File: src/rtl/lsu_ctrl.sv
// lsu_ctrl: load/store control stage that decodes funct3, range-checks requests and
// splits misaligned halfword/word accesses into byte accesses with load reassembly.
module lsu_ctrl #(
  parameter int MEM_SIZE = 1024
) (
  input  logic        clk,
  input  logic        rst_n,
  input  logic        req_valid,
  output logic        req_ready,
  input  logic        req_is_store,
  input  logic [2:0]  req_funct3,
  input  logic [31:0] req_addr,
  input  logic [31:0] req_wdata,
  input  logic [4:0]  req_rd,
  output logic        resp_valid,
  output logic [31:0] resp_data,
  output logic [4:0]  resp_rd,
  output logic        resp_fault,
  output logic        dmem_write_en,
  output logic        dmem_sign_extend,
  output logic [31:0] dmem_addr,
  output logic [31:0] dmem_write_data,
  output logic [1:0]  dmem_size,
  input  logic [31:0] dmem_read_data
);
  typedef enum logic [1:0] {IDLE, ACCESS, SPLIT, RESP} state_t;
  state_t state;
  logic is_store, zext, legal, in_range, aligned, fault;
  logic [31:0] addr, wdata, asm_q, asm_next, load_ext;
  logic [1:0] idx, last, next_idx;
  logic [2:0] nbytes;
  logic [7:0] next_byte;
  assign req_ready = state == IDLE;
  always_comb begin
    nbytes = req_funct3[1:0] == 2'd0 ? 3'd1 : req_funct3[1:0] == 2'd1 ? 3'd2 : 3'd4;
    legal = req_is_store ? req_funct3 <= 3'd2
                         : (req_funct3 <= 3'd2 || req_funct3 == 3'd4 || req_funct3 == 3'd5);
    in_range = {1'b0, req_addr} + {30'd0, nbytes} <= 33'(MEM_SIZE);
    aligned = req_funct3[1:0] == 2'd0 || (req_funct3[1:0] == 2'd1 && !req_addr[0]) ||
              (req_funct3[1:0] == 2'd2 && req_addr[1:0] == 2'd0);
    fault = !legal || !in_range;
    next_idx = idx + 2'd1;
    next_byte = wdata[{next_idx, 3'b000} +: 8];
    asm_next = asm_q;
    asm_next[{idx, 3'b000} +: 8] = dmem_read_data[7:0];
    load_ext = last == 2'd1 ? {{16{asm_next[15] & ~zext}}, asm_next[15:0]} : asm_next;
  end
  always_ff @(posedge clk or negedge rst_n) begin
    if (!rst_n) begin
      state <= IDLE;
      resp_valid <= 1'b0;
      resp_fault <= 1'b0;
      resp_data <= '0;
      resp_rd <= '0;
      dmem_write_en <= 1'b0;
      dmem_sign_extend <= 1'b0;
      dmem_addr <= '0;
      dmem_write_data <= '0;
      dmem_size <= '0;
      is_store <= 1'b0;
      zext <= 1'b0;
      addr <= '0;
      wdata <= '0;
      asm_q <= '0;
      idx <= '0;
      last <= '0;
    end else begin
      resp_valid <= 1'b0;
      dmem_write_en <= 1'b0;
      dmem_sign_extend <= 1'b0;
      dmem_addr <= '0;
      dmem_write_data <= '0;
      dmem_size <= '0;
      case (state)
        IDLE: if (req_valid) begin
          is_store <= req_is_store;
          zext <= req_funct3[2];
          addr <= req_addr;
          wdata <= req_wdata;
          resp_rd <= req_rd;
          resp_data <= '0;
          resp_fault <= fault;
          asm_q <= '0;
          idx <= '0;
          last <= 2'(nbytes - 3'd1);
          if (fault) begin
            state <= RESP;
            resp_valid <= 1'b1;
          end else if (aligned) begin
            state <= ACCESS;
            dmem_addr <= req_addr;
            dmem_size <= req_funct3[1:0];
            dmem_sign_extend <= ~req_funct3[2] & ~req_is_store;
            dmem_write_en <= req_is_store;
            dmem_write_data <= req_wdata;
          end else begin
            state <= SPLIT;
            dmem_addr <= req_addr;
            dmem_write_en <= req_is_store;
            dmem_write_data <= {24'd0, req_wdata[7:0]};
          end
        end
        ACCESS: begin
          state <= RESP;
          resp_valid <= 1'b1;
          if (!is_store) resp_data <= dmem_read_data;
        end
        SPLIT: if (idx == last) begin
          state <= RESP;
          resp_valid <= 1'b1;
          if (!is_store) resp_data <= load_ext;
        end else begin
          idx <= next_idx;
          asm_q <= asm_next;
          dmem_addr <= addr + {30'd0, next_idx};
          dmem_write_en <= is_store;
          dmem_write_data <= {24'd0, next_byte};
        end
        default: state <= IDLE;
      endcase
    end
  end
endmodule

File: config.mk
export PLATFORM = sky130hd
export DESIGN_NAME = lsu_ctrl
export DESIGN_NICKNAME = d
export VERILOG_FILES = /design/src/rtl/lsu_ctrl.sv
export SDC_FILE = /design/constraint.sdc
export NUM_CORES = 1
export LEC_CHECK = 0
export BUFFER_PORTS_ARGS = -buffer_cell sky130_fd_sc_hd__buf_2
export CORE_MARGIN = 3
export CORE_UTILIZATION = 30
export DETAILED_ROUTE_END_ITERATION = 6
export MAX_ROUTING_LAYER = met4
export SLEW_MARGIN = 20
export SYNTH_ARGS = -nofsm -noshare
export SYNTH_HDL_FRONTEND = slang
export SYNTH_SLANG_ARGS = --single-unit
File: constraint.sdc
create_clock -name clk -period 5.11 [get_ports clk]
set_clock_uncertainty 0.1 [all_clocks]
set_input_delay 0.511 -clock clk [delete_from_list [all_inputs] [get_ports clk]]
set_output_delay 0.511 -clock clk [all_outputs]
set_load 0.1 [all_outputs]
# Word-level counts from Yosys, hierarchy flattened

Cells that the tools add are included.
W data, S select, Z words.

$add $sub $neg: 5
Multiply operators: 0
Divide/modulo/power cells: 0
$lt $le $gt $ge: 2
Eq/ne operators: 13
Shift-type cells: 3
Multiplexer cells: 45
Bitwise operators: 5
Reductions and logical operators: 19

Operator list:

| kind                     | count |
|---|---|
| $mux W32                 | 12 |
| $pmux W32 S2             | 3 |
| $pmux W32 S3             | 1 |
| $add A32 B3 Y33          | 1 |
| $le A33 B11 Y1 const B   | 1 |
| $add A32 B2 Y32          | 1 |
| $bwmux W32               | 1 |
| $shift A8 B7 Y32 const A | 1 |
| $shiftx A32 B6 Y8        | 1 |
| $shiftx A8 B7 Y32        | 1 |
| $mux W2                  | 10 |
| $mux W1                  | 11 |
| $ne A2 B2 Y1 const B     | 5 |
| $mux W8                  | 1 |
| $neg A5 Y7               | 1 |
| $eq A2 B1 Y1 const B     | 3 |
| $eq A3 B3 Y1 const B     | 2 |
| $logic_not A2 Y1         | 3 |
| $mux W3                  | 2 |
| $pmux W2 S3              | 1 |
| $logic_or A1 B1 Y1       | 5 |
| $reduce_and A5 Y1        | 1 |
| $eq A2 B2 Y1 const B     | 2 |
| $pmux W2 S2              | 1 |
| 14 further kinds         | 21 |

Flip-flop bits (word level): 211
Bits in latches: 0
Bits in writable memories: 0
Bits in read-only memories: 0
Bits of input ports: 108
Output and inout bits: 108
Word-level logic and storage cells: 109
Memories kept: 0

# Longest topological paths before layout

Gate-level depths: netlist (run 1).

Depth in word-level cells: 10
Depth in mapped cells: 13

# Least setup slack after synthesis (run 1)

Ideal clock, no wire load.

Path type: input-to-reg
From: input port req_funct3[1]
To: register state[1]
Setup time: 126 ps
Arrival: 3291 ps
Setup slack: 1593 ps
Cell stages on the path: 12
Cell sequence: nor2_1 ha_1 fa_1 a21oi_1 nor4_4 xnor2_1 a2111oi_2 nand4_1 or4b_1 buf_2 o21bai_4 a221o_1

Longest elaborated chain between the ends: 10

RTL lines:

| what                   | line   | text |
|---|---|---|
| start: declaration     | 11     | `input logic [2:0] req_funct3,` |
| $eq A2 B1 Y1           | 35, 39 |  |
| $mux W3 (2 in series)  | 35     | `nbytes = req_funct3[1:0] == 2'd0 ? 3'd1 : req_funct3[1:0] == 2'd1 ? 3'd2 : 3'd4;` |
| $add A32 B3 Y33        | 38     | `in_range = {1'b0, req_addr} + {30'd0, nbytes} <= 33'(MEM_SIZE);` |
| $le A33 B11 Y1         | 38     |  |
| $logic_not A1 Y1       | 41     | `fault = !legal \|\| !in_range;` |
| $logic_or A1 B1 Y1     | 41     |  |
| $mux W2 *              | 86     | `if (fault) begin` |
| $mux W2 *              | 75     | `IDLE: if (req_valid) begin` |
| $pmux W2 S3 *          | 74     | `case (state)` |
| end signal: assignment | 50     | `state <= IDLE;` |
| end signal: assignment | 87     | `state <= RESP;` |
| end signal: assignment | 90     | `state <= ACCESS;` |
| end: declaration       | 27     | `state_t state;` |

Every way passes the cells marked *; elsewhere a longest branch is shown, timed or not. The select of a mux whose other input is x is not followed.
A chain may end at the register's enable or synchronous reset.

# Worst setup path in the final report (run 1)

From: register idx[0]
To: register dmem_addr[29]

Longest elaborated chain between the ends: 4

RTL lines:

| what                     | line | text |
|---|---|---|
| start: declaration       | 30   | `logic [1:0] idx, last, next_idx;` |
| start signal: assignment | 113  | `idx <= next_idx;` |
| $add A2 B1 Y2            | 42   | `next_idx = idx + 2'd1;` |
| $add A32 B2 Y32          | 115  | `dmem_addr <= addr + {30'd0, next_idx};` |
| $mux W32 *               | 108  | `SPLIT: if (idx == last) begin` |
| $pmux W32 S2 *           | 74   |  |
| end signal: assignment   | 91   | `dmem_addr <= req_addr;` |
| end signal: assignment   | 98   | `dmem_addr <= req_addr;` |
| end signal: assignment   | 115  |  |
| end: declaration         | 21   | `output logic [31:0] dmem_addr,` |

Every way passes the cells marked *; elsewhere a longest branch is shown, timed or not.

==> results of run 1 <==
## flip-flops by register name, summed over array words and instances, names as in the netlist, 5 cells and up
signal	flops
resp_data	32
dmem_write_data	32
resp_rd	5
addr	32
wdata	32
dmem_addr	32
asm_q	32
## per-layer routing
layer	part of all wire, %	vias to the layer above	wire (um)	track usage [%]
met5	0	-	0	-
met4	2.3	0	697	4.69
met3	6.9	43	2080	3.44
met2	43	280	13100	24.8
met1	47	4097	14300	24.1
li1	-	4197	-	-
## path summary, 6_finish.rpt
| path | to | depth (start not counted) | slack (ns) |
|---|---|---|---|
| max | dmem_addr[29]$_DFF_PN0_ | 12 | 1.02 |
| min | dmem_sign_extend$_DFF_PN0_ | 2 | 0.05 |
| max reg2reg | dmem_addr[29]$_DFF_PN0_ | 12 | 1.02 |
| min reg2reg | resp_data[24]$_DFFE_PN0P_ | 2 | 0.37 |
| max in group asynchronous | addr[25]$_DFFE_PN0P_ | 3 | 3.30 |
| min in group asynchronous | resp_data[26]$_DFFE_PN0P_ | 2 | 0.54 |
## synthesized netlist by cell type (8+ instances only)
| master | count |
|---|---|
| nand2_1 | 304 |
| mux4_2 | 8 |
| o22ai_1 | 10 |
| a21oi_1 | 70 |
| dfrtp_1 | 211 |
| nor2_1 | 97 |
| o21ai_0 | 84 |
| a22o_1 | 24 |
| inv_1 | 26 |
| xnor2_1 | 14 |
| xor2_1 | 24 |
| nand3_1 | 25 |
| nand4_1 | 16 |
| a211oi_1 | 12 |
| nor2b_1 | 24 |
| nor3_1 | 13 |
| ha_1 | 15 |
| clkbuf_1 | 57 |
| or3_1 | 8 |
## cells in the final DEF (no fill, tap or decap), types with 10 or more instances in the layout
cell type / count
dfrtp_1: 211
nor2_1: 97
xnor2_1: 14
o21ai_0: 83
nor2b_1: 23
nand2_1: 303
a211oi_1: 12
xor2_1: 24
ha_1: 15
nor3_1: 12
a22o_1: 24
inv_1: 26
a21oi_1: 70
nand3_1: 25
o22ai_1: 10
buf_2: 214
nand4_1: 16
clkbuf_16: 26
buf_4: 13
## what timing repair did
action                    4_1_cts  5_1_grt
gates resized for setup         0        0
hold buffers                    1        0
hold endpoints to repair       41        0
## power breakdown
part / total, mW / internal, mW / switching (mW)
clock: 2.04 / 1.30 / 0.742
combinational: 3.94 / 0.858 / 3.09
sequential: 2.53 / 2.18 / 0.349
## stage by stage
| stage | area [sq um] | instances |
|---|---|---|
| 6_report | 12600 | 1777 |
| 5_1_grt | 12600 | 1777 |
| 4_1_cts | 12600 | 1775 |
| 3_5_place_dp | 11600 | 1729 |
| 3_3_place_gp | 11600 | 1729 |
| 2_1_floorplan | 10100 | 1127 |
## cells by family (layout without fill, tap and decap cells)
kind of cell	count (synthesis)	after routing	synth area share (%)
flip-flops	211	211	52.3
XOR/XNOR	38	38	3.29
multiplexers	13	13	2.29
other	0	2	0
adder cells (fa/ha/maj)	17	17	2.25
buffers and inverters	96	302	3.77
AO/OA/AOI/OAI	228	228	13.6
AND/OR/NAND/NOR	524	524	22.5
## cell type report
type	instances	share of cell area (%)
antenna	2	0.0398
timing repair buffer	230	9.66
multi-input combinational	820	35.5
clock inverter	12	1.92
inverter	27	0.806
sequential	211	42.0
clock buffer	33	5.70
tap	442	4.40
==> results.txt, run 1 <==
- Count of distinct cell types in the synthesized netlist: 55
- Setup repair after global routing left no endpoint under its margin.
- Max-cap violations in this run came to 0.
- Gpl congestion: 0.857
* Post-synth EDFFs: 0
* CP delay by family, top: simple AND/OR/NAND/NOR gates
- Main synth FF type: dfrtp_1
- Counting along the longest clock path gives a buffer depth of 3.
- The worst setup path is launched from a flip-flop.
- The worst hold path belongs to the class input port to flip-flop.
* Synth-to-Final Area Change: 24.4%
- Launching instance or port of the critical path: idx[0]$_DFFE_PN0P_
* Synthesized instance count: 1127
* Grt ovf: 0
- The routed layout has 8617 vias.
* Fin worst setup slack: 1.02 ns
- Multi-input combinational cell area: 4460 sq um
* Biggest area consumer among synthesized cells: dfrtp_1
- The HPWL after detailed placement is 21500 um.
- Synthesis inferred 211 register bits.
- In the finished design, the share of the clock period the worst path needs comes to 80.0%.
- Row generation in the floorplan step produced 66 rows.
- The total count of hold-check failures in the final report is 0.
- The worst register-to-register path begins at idx[0]$_DFFE_PN0P_.
- At the pin with the least slew margin, the transition time is 0.920 ns.
* Number of DRC violations after detailed routing: 0
- Per-cell via count in the routed design: 4.85
- Timing analysis after detailed placement gives a worst setup slack of 0.793 ns.
- Fill count: 3369
* Sum Neg Setup Slack: 0 ns
- STA classifies the critical path endpoint as a flip-flop.
- In this run the post-CTS setup repair buffer count came out at 0.
- Top-level port count: 216
* F_max: 245 MHz
* TritonCTS clock tree: built
* Worst-case headroom to the max-slew limit: 38.4%
- Routed WL: 30200 um
- Outcome: completed
- Entering global routing, the biggest net connects 121 pins.
* Overall die width: 189 um
- For the finished layout, the period the worst path requires is 4.09 ns.
* Global Route Usage Sum: 17.0%
- Across all hold checks on the routed design, the worst slack comes to 0.0469 ns.
* Detail-routed net length per standard cell: 17.0 um
- The final layout contains 1441 nets.
- The number of global-route vias before repair came to 8673.
* Area used by sequential logic in the layout: 5280 sq um
- Number of antenna violations at the first check in global routing: 2
* P_leak: 6.06 nW
- Number of DRC violations after detailed-routing iteration 0: 485
* CTS buffer count: 26
- Net count after synthesis: 1252
* Standard cell with the maximum stage delay on the critical path: nor3b_1
- For this run, the share of the core covered by cells in the final layout is 38.2%.
- Of all nets on the critical path, the largest fanout is 16.
- The first global-routing pass estimated 48100 um of wire.
- Fraction of synthesized cell area taken by the top area cell type: 52.3%
- Sorting the synthesized cells by area gives the leading types as dfrtp_1, nand2_1, o21ai_0.
* Worst VDD drop: 0.000360 V
- Clock-pin slew was measured on the worst setup and hold paths at 0.06 ns.
* Clock latency of the later-clocked register in the worst-skew pair: 0.55 ns
* Fraction of layout cells with a size suffix above 1: 21.8%
- From bottom edge to top edge, the die measures 189 um.
- Buffers on Ports: 215
* Arrival time at the worst endpoint: 4.44 ns
* Post-synthesis average cell area: 8.96 sq um
* Share of synthesized registers carrying an async set or reset: 100%
* Power after layout: 8.51 mW
- Sequential cells were found to cover 52.3% of the synthesized design area.
* Post-synth design cell area: 10100 sq um
- Core footprint: 32900 sq um
- The first detailed-routing pass took 4 iterations.
* Startpoint of the worst hold path: req_is_store
- CTS Root Cell: clkbuf_16
* Crit-path cells: buf_4 -> inv_1 -> ha_1 -> ha_1 -> a21oi_1 -> nor3b_1 -> and3_1 -> nor3b_1 -> nor2b_1 -> nand3_1 -> or3_1 -> a21oi_1
- Number of buffer and inverter stages on the critical path: 2
- Effective utilization at floorplan: 30.7%
* Setup Viol. Count Final: 0
- The number of max-slew violations in the final report came to 0.
- Dividing total power by cell area gives a power density of 677 nW/um^2.
- For this run, the number of Yosys warnings is 0.
- The clock net in this run drives a total of 211 sinks.
- In this run the number of H-tree levels came out at 1.
- The die covers 35900 sq um.
- The detail route stage leaves a number of antenna-violating nets equal to 0.
* Crit-path max cell delay: 0.59 ns
- The critical path is of the flip-flop to flip-flop type.
* Required time of the critical path: 5.46 ns
Note: power is estimated with default switching activity, not from simulation.
==> run 2, diff against run 1 <==
Clock period 5.11 ns to 4 ns, I/O delays scaled along.
==> run 2 against run 1 <==
Sequential share of layout area is 1.3 points lower. Sequential power is 28% higher. Critical endpoint is now dmem_sign_extend$_DFF_PN0_. Die area unchanged. Clock power grew 16%. Routed wire length rose by 2.4%. Critical path depth is 1 higher. Register-to-register slack got worse by 0.61 ns. Combinational power increased by 30%.
==> results.txt, run 2 (same netlist as run 1, synthesis figures left out) <==
* FF-to-FF Start: idx[1]$_DFFE_PN0P_
- Leaving out fill and tap cells, the most frequent cells in the layout are nand2_1, buf_2, dfrtp_1, nor2_1, o21ai_0.
- The final standard cell area without fillers is 13000 sq um (+3.2%).
- The clock network latency to the later pin of the worst-skew pair is 0.54 ns (about the same).
- TritonCTS sink count: 211 (unchanged)
- The half-perimeter wire length of the detailed placement result was 21900 um (+2.2%).
* Clock slew at reported path FFs: 0.07 ns (about the same)
- Worst VDD drop: 0.000612 V (+70%)
- The sum of negative setup slack is 0 ns (unchanged).
* Number of DRC violations after detailed-routing iteration 0: 641 (+32%)
* P_leak: 6.25 nW (+3.2%)
- Buffers on Ports: 215 (unchanged)
- Global Route Usage Sum: 17.4% (+0.37 points)
- The critical-path maximum fanout was 16 (unchanged).
* Number of pins exceeding their max-slew limit in the final report: 0 (unchanged)
- Area used by sequential logic in the layout: 5280 sq um (unchanged)
- The residual DRC count was 0 (unchanged).
* Number of nets at the end of the flow: 1495 (+3.7%)
- The slew at the pin with the worst max-slew slack is 0.853 ns (-0.0670 ns).
* F_max: 275 MHz
- Number of detailed-routing iterations run before antenna repair: 5 (+1)
- The total count of hold-check failures in the final report is 0 (unchanged).
- The CTS buffer count is 26 (unchanged).
* Chip Height: 189 um (unchanged)
* Multi-input combinational cell area: 4450 sq um (about the same)
- The total placed instance area came to 11700 sq um (+0.86%).
- CP endpoint kind: flip-flop
- Startpoint of the worst hold path: dmem_read_data[24]
- The reported max-cap violation count came to 0 (unchanged).
* CP Launch Type: input port
* Number of antenna violations at the first check in global routing: 2 (unchanged)
- The largest net degree at the start of global routing was 107 (-12%).
* Setup Viol. Count Final: 0 (unchanged)
* Launching instance or port of the critical path: req_funct3[1]
* Grt ovf: 0 (unchanged)
* Fill count: 3365 (-0.12%)
- The detailed-routed wire length on met2 is 13700 um (+4.5%).
- The reg2reg setup slack was 0.41 ns (-0.61 ns).
* Number of buffers on the longest clock path: 3 (unchanged)
- Gpl congestion: 0.851 (-0.70%)
- The wire length of the first global-routing pass is 49000 um (+2.0%).
* Worst min-delay path class: input port to flip-flop
- The number of routed nets with antenna violations came to 0 (unchanged).
- The ratio of total power to cell area is 826 nW/um^2 (+22%).
- The data required time of the worst path was 4.36 ns (-1.10 ns).
* Detail-routed net length per standard cell: 16.8 um (-0.83%)
- Per-cell via count in the routed design: 4.87 (+0.46%)
* Overall die width: 189 um (unchanged)
- The fraction of layout cells with a size suffix above 1 was 22.0% (+0.26 points).
* Top layer in use: met4
- The met1 layer wirelength in the final routing was 14800 um (+3.1%).
- In the finished design, the share of the clock period the worst path needs comes to 90.8%.
- CTS Root Cell: clkbuf_16
* Most common library cell in the layout ignoring fill and taps: nand2_1
* Maximum level of the CTS H-tree: 1 (unchanged)
- The setup path with the least slack is of type input port to flip-flop.
* Synth-to-Final Area Change: 28.3%
- Outcome: completed
* Vias: 8934 (+3.7%)
- The standard cell core area came to 32900 sq um (unchanged).
* WL met3: 1910 um (-8.3%)
* Effective utilization at floorplan: 30.7% (unchanged)
- Overall die area: 35900 sq um (unchanged)
* Arrival time at the worst endpoint: 4.00 ns (-0.44 ns)
* Routed WL: 30900 um (+2.4%)
- Number of placement rows: 66 (unchanged)
* Clock period minus worst slack: 3.63 ns
* TritonCTS clock tree: built
- The number of global-route vias before repair was 8900 (+2.6%).
- Setup repair after global routing missed its margin: false
- Top-level port count: 216 (unchanged)
- The worst slew margin relative to its limit was 43.1% (+4.7 points).
-- run 2: layout make-up --
type,count,area share (%)
diodes,2,0.0386
multi-input cells,820,34.3
clock buffers,35,5.67
well taps,442,4.27
repair buffers,284,13.1
inverters,27,0.782
flip-flops and latches,211,40.7
clock inverters,13,1.03
-- run 2: metal layers --
layer  track usage (%)  vias to the layer above
met5                 -                        -
met4              4.18                        0
met3              3.09                       35
met2              26.5                      287
met1              24.2                     4309
li1                  -                     4303
-- run 2: what timing repair did --
item                       in CTS  in global routing
setup endpoints to repair       0                  1
hold endpoints to repair      161                  0
buffers inserted                0                  0
gates resized for setup         0                  1
hold buffers                   40                  0
-- run 2: path summary, 6_finish.rpt --
path / end / cells after the start
hold / removal: resp_data[24]$_DFFE_PN0P_ / 3
setup reg to reg: dmem_addr[31]$_DFF_PN0_ / 12
max in group asynchronous: resp_rd[0]$_DFFE_PN0P_ / 3
min in group asynchronous: resp_data[26]$_DFFE_PN0P_ / 2
setup / recovery: dmem_sign_extend$_DFF_PN0_ / 13
hold reg to reg: resp_rd[4]$_DFFE_PN0P_ / 2
-- run 2: where the power goes --
group | internal (mW) | leakage, nW | switching [mW]
combinational | 1.15 | 3.02 | 3.98
clock | 1.37 | 0.424 | 0.984
sequential | 2.79 | 2.81 | 0.441
total | 5.30 | 6.25 | 5.40
-- run 2: metrics by stage --
stage                     setup WS [ns]  utilization [%]  power (mW)  instances  hold WS [ns]
after floorplan                   0.594                -        7.14       1127       0.00441
after global routing              0.124             39.4        11.4       1834        0.0251
after CTS                         0.210             39.4        10.8       1832       0.00780
after detailed placement         0.0926             35.6        8.37       1744         0.362
after global placement           0.0809             35.6        8.30       1744         0.353
final                             0.367             39.4        10.7       1834        0.0365
-- run 2: critical path, stage by stage --
cell           delay [ns]
buf_2                0.14
nor2_1               0.08
ha_1                 0.21
fa_1                 0.44
a21oi_2              0.33
nor4_4               0.09
xnor2_1              0.14
a2111oi_2            0.33
nand4_1              0.13
or4b_1               0.53
o21bai_4             0.30
nor4_1               0.29
dlygate4sd3_1        0.59
==> run 3, diff against run 2 <==
Settings changed: MAX_ROUTING_LAYER met4 to unset.
==> run 3 against run 2 <==
Worst hold slack worse by 0.019 ns. Register-to-register slack improved by 0.06 ns. Cell count shrank 0.22%.
==> results.txt, run 3 (same netlist as run 1, synthesis figures left out) <==
- Slew at the pin closest to its max-slew limit: 0.781 ns (-0.0724 ns)
- The wire length of the first global-routing pass came to 49400 um (+0.79%).
- The worst setup path is launched from an input port.
- GR Layer Usage met1: 24.2% (about the same)
- The critical-path maximum fanout is 16 (unchanged).
- Effective utilization at floorplan: 30.7% (unchanged)
- Grt ovf: 0 (unchanged)
- The iteration count of the initial detailed-routing pass is 5 (unchanged).
- The data required time of the worst path came to 4.37 ns (about the same).
* Buffers on Ports: 215 (unchanged)
* Fraction of layout cells with a size suffix above 1: 21.9% (-0.15 points)
- Clock latency of the later-clocked register in the worst-skew pair: 0.54 ns (about the same)
* Hpwl dp: 22000 um (+0.38%)
- The fraction of met2 tracks used by global routing is 26.2% (-0.29 points).
* Global Route Usage Sum: 16.9% (-0.44 points)
- Number of DRC violations after detailed routing: 0 (unchanged)
* Number of nets at the end of the flow: 1492 (-0.20%)
- The final-report setup violation count is 0 (unchanged).
- Outcome: completed
- The number of max-slew violations in the final report was 0 (unchanged).
* Core footprint: 32900 sq um (unchanged)
- Setup repair after global routing left no endpoint under its margin.
- CTS Root Cell: clkbuf_16
- The reported max-cap violation count is 0 (unchanged).
- The routed wire length came to 30800 um (-0.40%).
- The library cells used most frequently in the layout, excluding fill and tap cells, are nand2_1, buf_2, dfrtp_1, nor2_1, o21ai_0.
* Sum Neg Setup Slack: 0 ns (unchanged)
* Detail-routed net length per standard cell: 16.8 um (-0.18%)
- The number of antenna violations at the first check in global routing was 2 (unchanged).
* Number of placement rows: 66 (unchanged)
- Worst VDD drop: 0.000464 V (-24%)
- The clock slew at the register clock pins of the worst setup and hold paths came to 0.06 ns (about the same).
- In this run the most used layer during global routing was met2.
- Fill count: 3390 (+0.74%)
* Worst-case headroom to the max-slew limit: 47.5% (+4.4 points)
- Power after layout: 10.7 mW (+0.39%)
* Chip Height: 189 um (unchanged)
* Top-level port count: 216 (unchanged)
* Worst min-delay path class: input port to flip-flop
- The post-CTS repair timing setup buffer count was 0 (unchanged).
- Clock period minus worst slack: 3.72 ns (+0.0822 ns)
- TritonCTS built the clock tree.
- The largest net degree at the start of global routing came to 100 (-6.5%).
- The period utilization is 92.9% (+2.1 points).
- The library cell used most frequently in the layout, excluding fill and tap cells, is nand2_1.
* TritonCTS sink count: 211 (unchanged)
- Maximum level of the CTS H-tree: 1 (unchanged)
- The via count of the routed design was 8931 (-0.034%).
- Overall die width: 189 um (unchanged)
- PD cells: 830 nW/um^2 (+0.43%)
- Synth-to-Final Area Change: 28.3% (about the same)
- Gpl congestion: 0.841 (-1.1%)
* Met3 global-route usage: 3.48% (+0.39 points)
* Remaining antenna violation count after routing: 0 (unchanged)
- The total count of hold-check failures in the final report came to 0 (unchanged).
- Number of DRC violations after detailed-routing iteration 0: 590 (-8.0%)
- P_leak: 6.25 nW (about the same)
* Arrival time at the worst endpoint: 4.09 ns (+0.09 ns)
- The largest buffer count on any clock path was 3 (unchanged).
- The number of global-route vias before repair was 8830 (-0.79%).
- The critical path is of the input port to flip-flop type.
- The total placed instance area was 11700 sq um (about the same).
- CP endpoint kind: flip-flop
- Per-cell via count in the routed design: 4.88 (+0.18%)
* CTS buffer count: 26 (unchanged)
- The highest achievable clock rate came to 269 MHz (-2.2%).
* Overall die area: 35900 sq um (unchanged)
- Finished layout cell area: 13000 sq um (about the same)
run 3: layout make-up:
cell class | count | area, sq um | area share, %
Antenna cell | 2 | 5.00 | 0.0386
Clock buffer | 35 | 724 | 5.59
Clock inverter | 12 | 154 | 1.19
Inverter | 27 | 101 | 0.782
Multi-Input combinational cell | 820 | 4450 | 34.4
Sequential cell | 211 | 5280 | 40.7
Tap cell | 442 | 553 | 4.27
Timing Repair Buffer | 281 | 1690 | 13.0
run 3: through the flow:
stage	hold WS (ns)	util (%)	std cells	setup slack (ns)
floorplan	0.00441	-	1127	0.594
global placement	0.353	35.6	1743	0.137
detailed placement	0.358	35.6	1743	0.0859
CTS	0.000319	39.4	1828	0.172
global route	0.0237	39.4	1830	0.0120
finish	0.0174	39.4	1830	0.284
run 3: timing repair:
item / 4_1_cts / 5_1_grt
hold endpoints to repair: 145 / 0
endpoints found under the setup margin: 0 / 1
hold buffers: 38 / 0
resized for setup: 0 / 1
run 3: final timing paths:
kind	from	end	slack (ns)	depth (start not counted)
max	req_funct3[1]	dmem_sign_extend$_DFF_PN0_	0.28	13
min	req_wdata[21]	wdata[21]$_DFFE_PN0P_	0.02	3
max reg2reg	idx[1]$_DFFE_PN0P_	dmem_addr[29]$_DFF_PN0_	0.47	12
min reg2reg	wdata[28]$_DFFE_PN0P_	wdata[28]$_DFFE_PN0P_	0.37	2
min in group asynchronous	rst_n	resp_data[23]$_DFFE_PN0P_	0.37	2
max in group asynchronous	rst_n	asm_q[14]$_DFFE_PN0P_	2.53	3
run 3: layer usage:
metal | wire length (um) | share of wire, % | vias to the layer above
li1 | - | - | 4295
met1 | 14100 | 46 | 4295
met2 | 13700 | 45 | 294
met3 | 2120 | 6.9 | 47
met4 | 814 | 2.6 | 0
met5 | 0 | 0 | -
run 3: power by group:
part	internal, mW	leakage [nW]	switching [mW]	total [mW]
clock network	1.46	0.436	0.931	2.39
logic	1.15	3.01	3.98	5.14
registers	2.79	2.81	0.434	3.22
run 3: worst max-delay path, cell delays in order:
cell	delay [ns]
buf_2	0.14
nor2_1	0.08
ha_1	0.21
fa_1	0.44
a21oi_2	0.34
nor4_4	0.09
xnor2_1	0.14
a2111oi_2	0.37
nand4_1	0.14
or4b_1	0.53
o21bai_4	0.30
nor4_1	0.31
dlygate4sd3_1	0.60
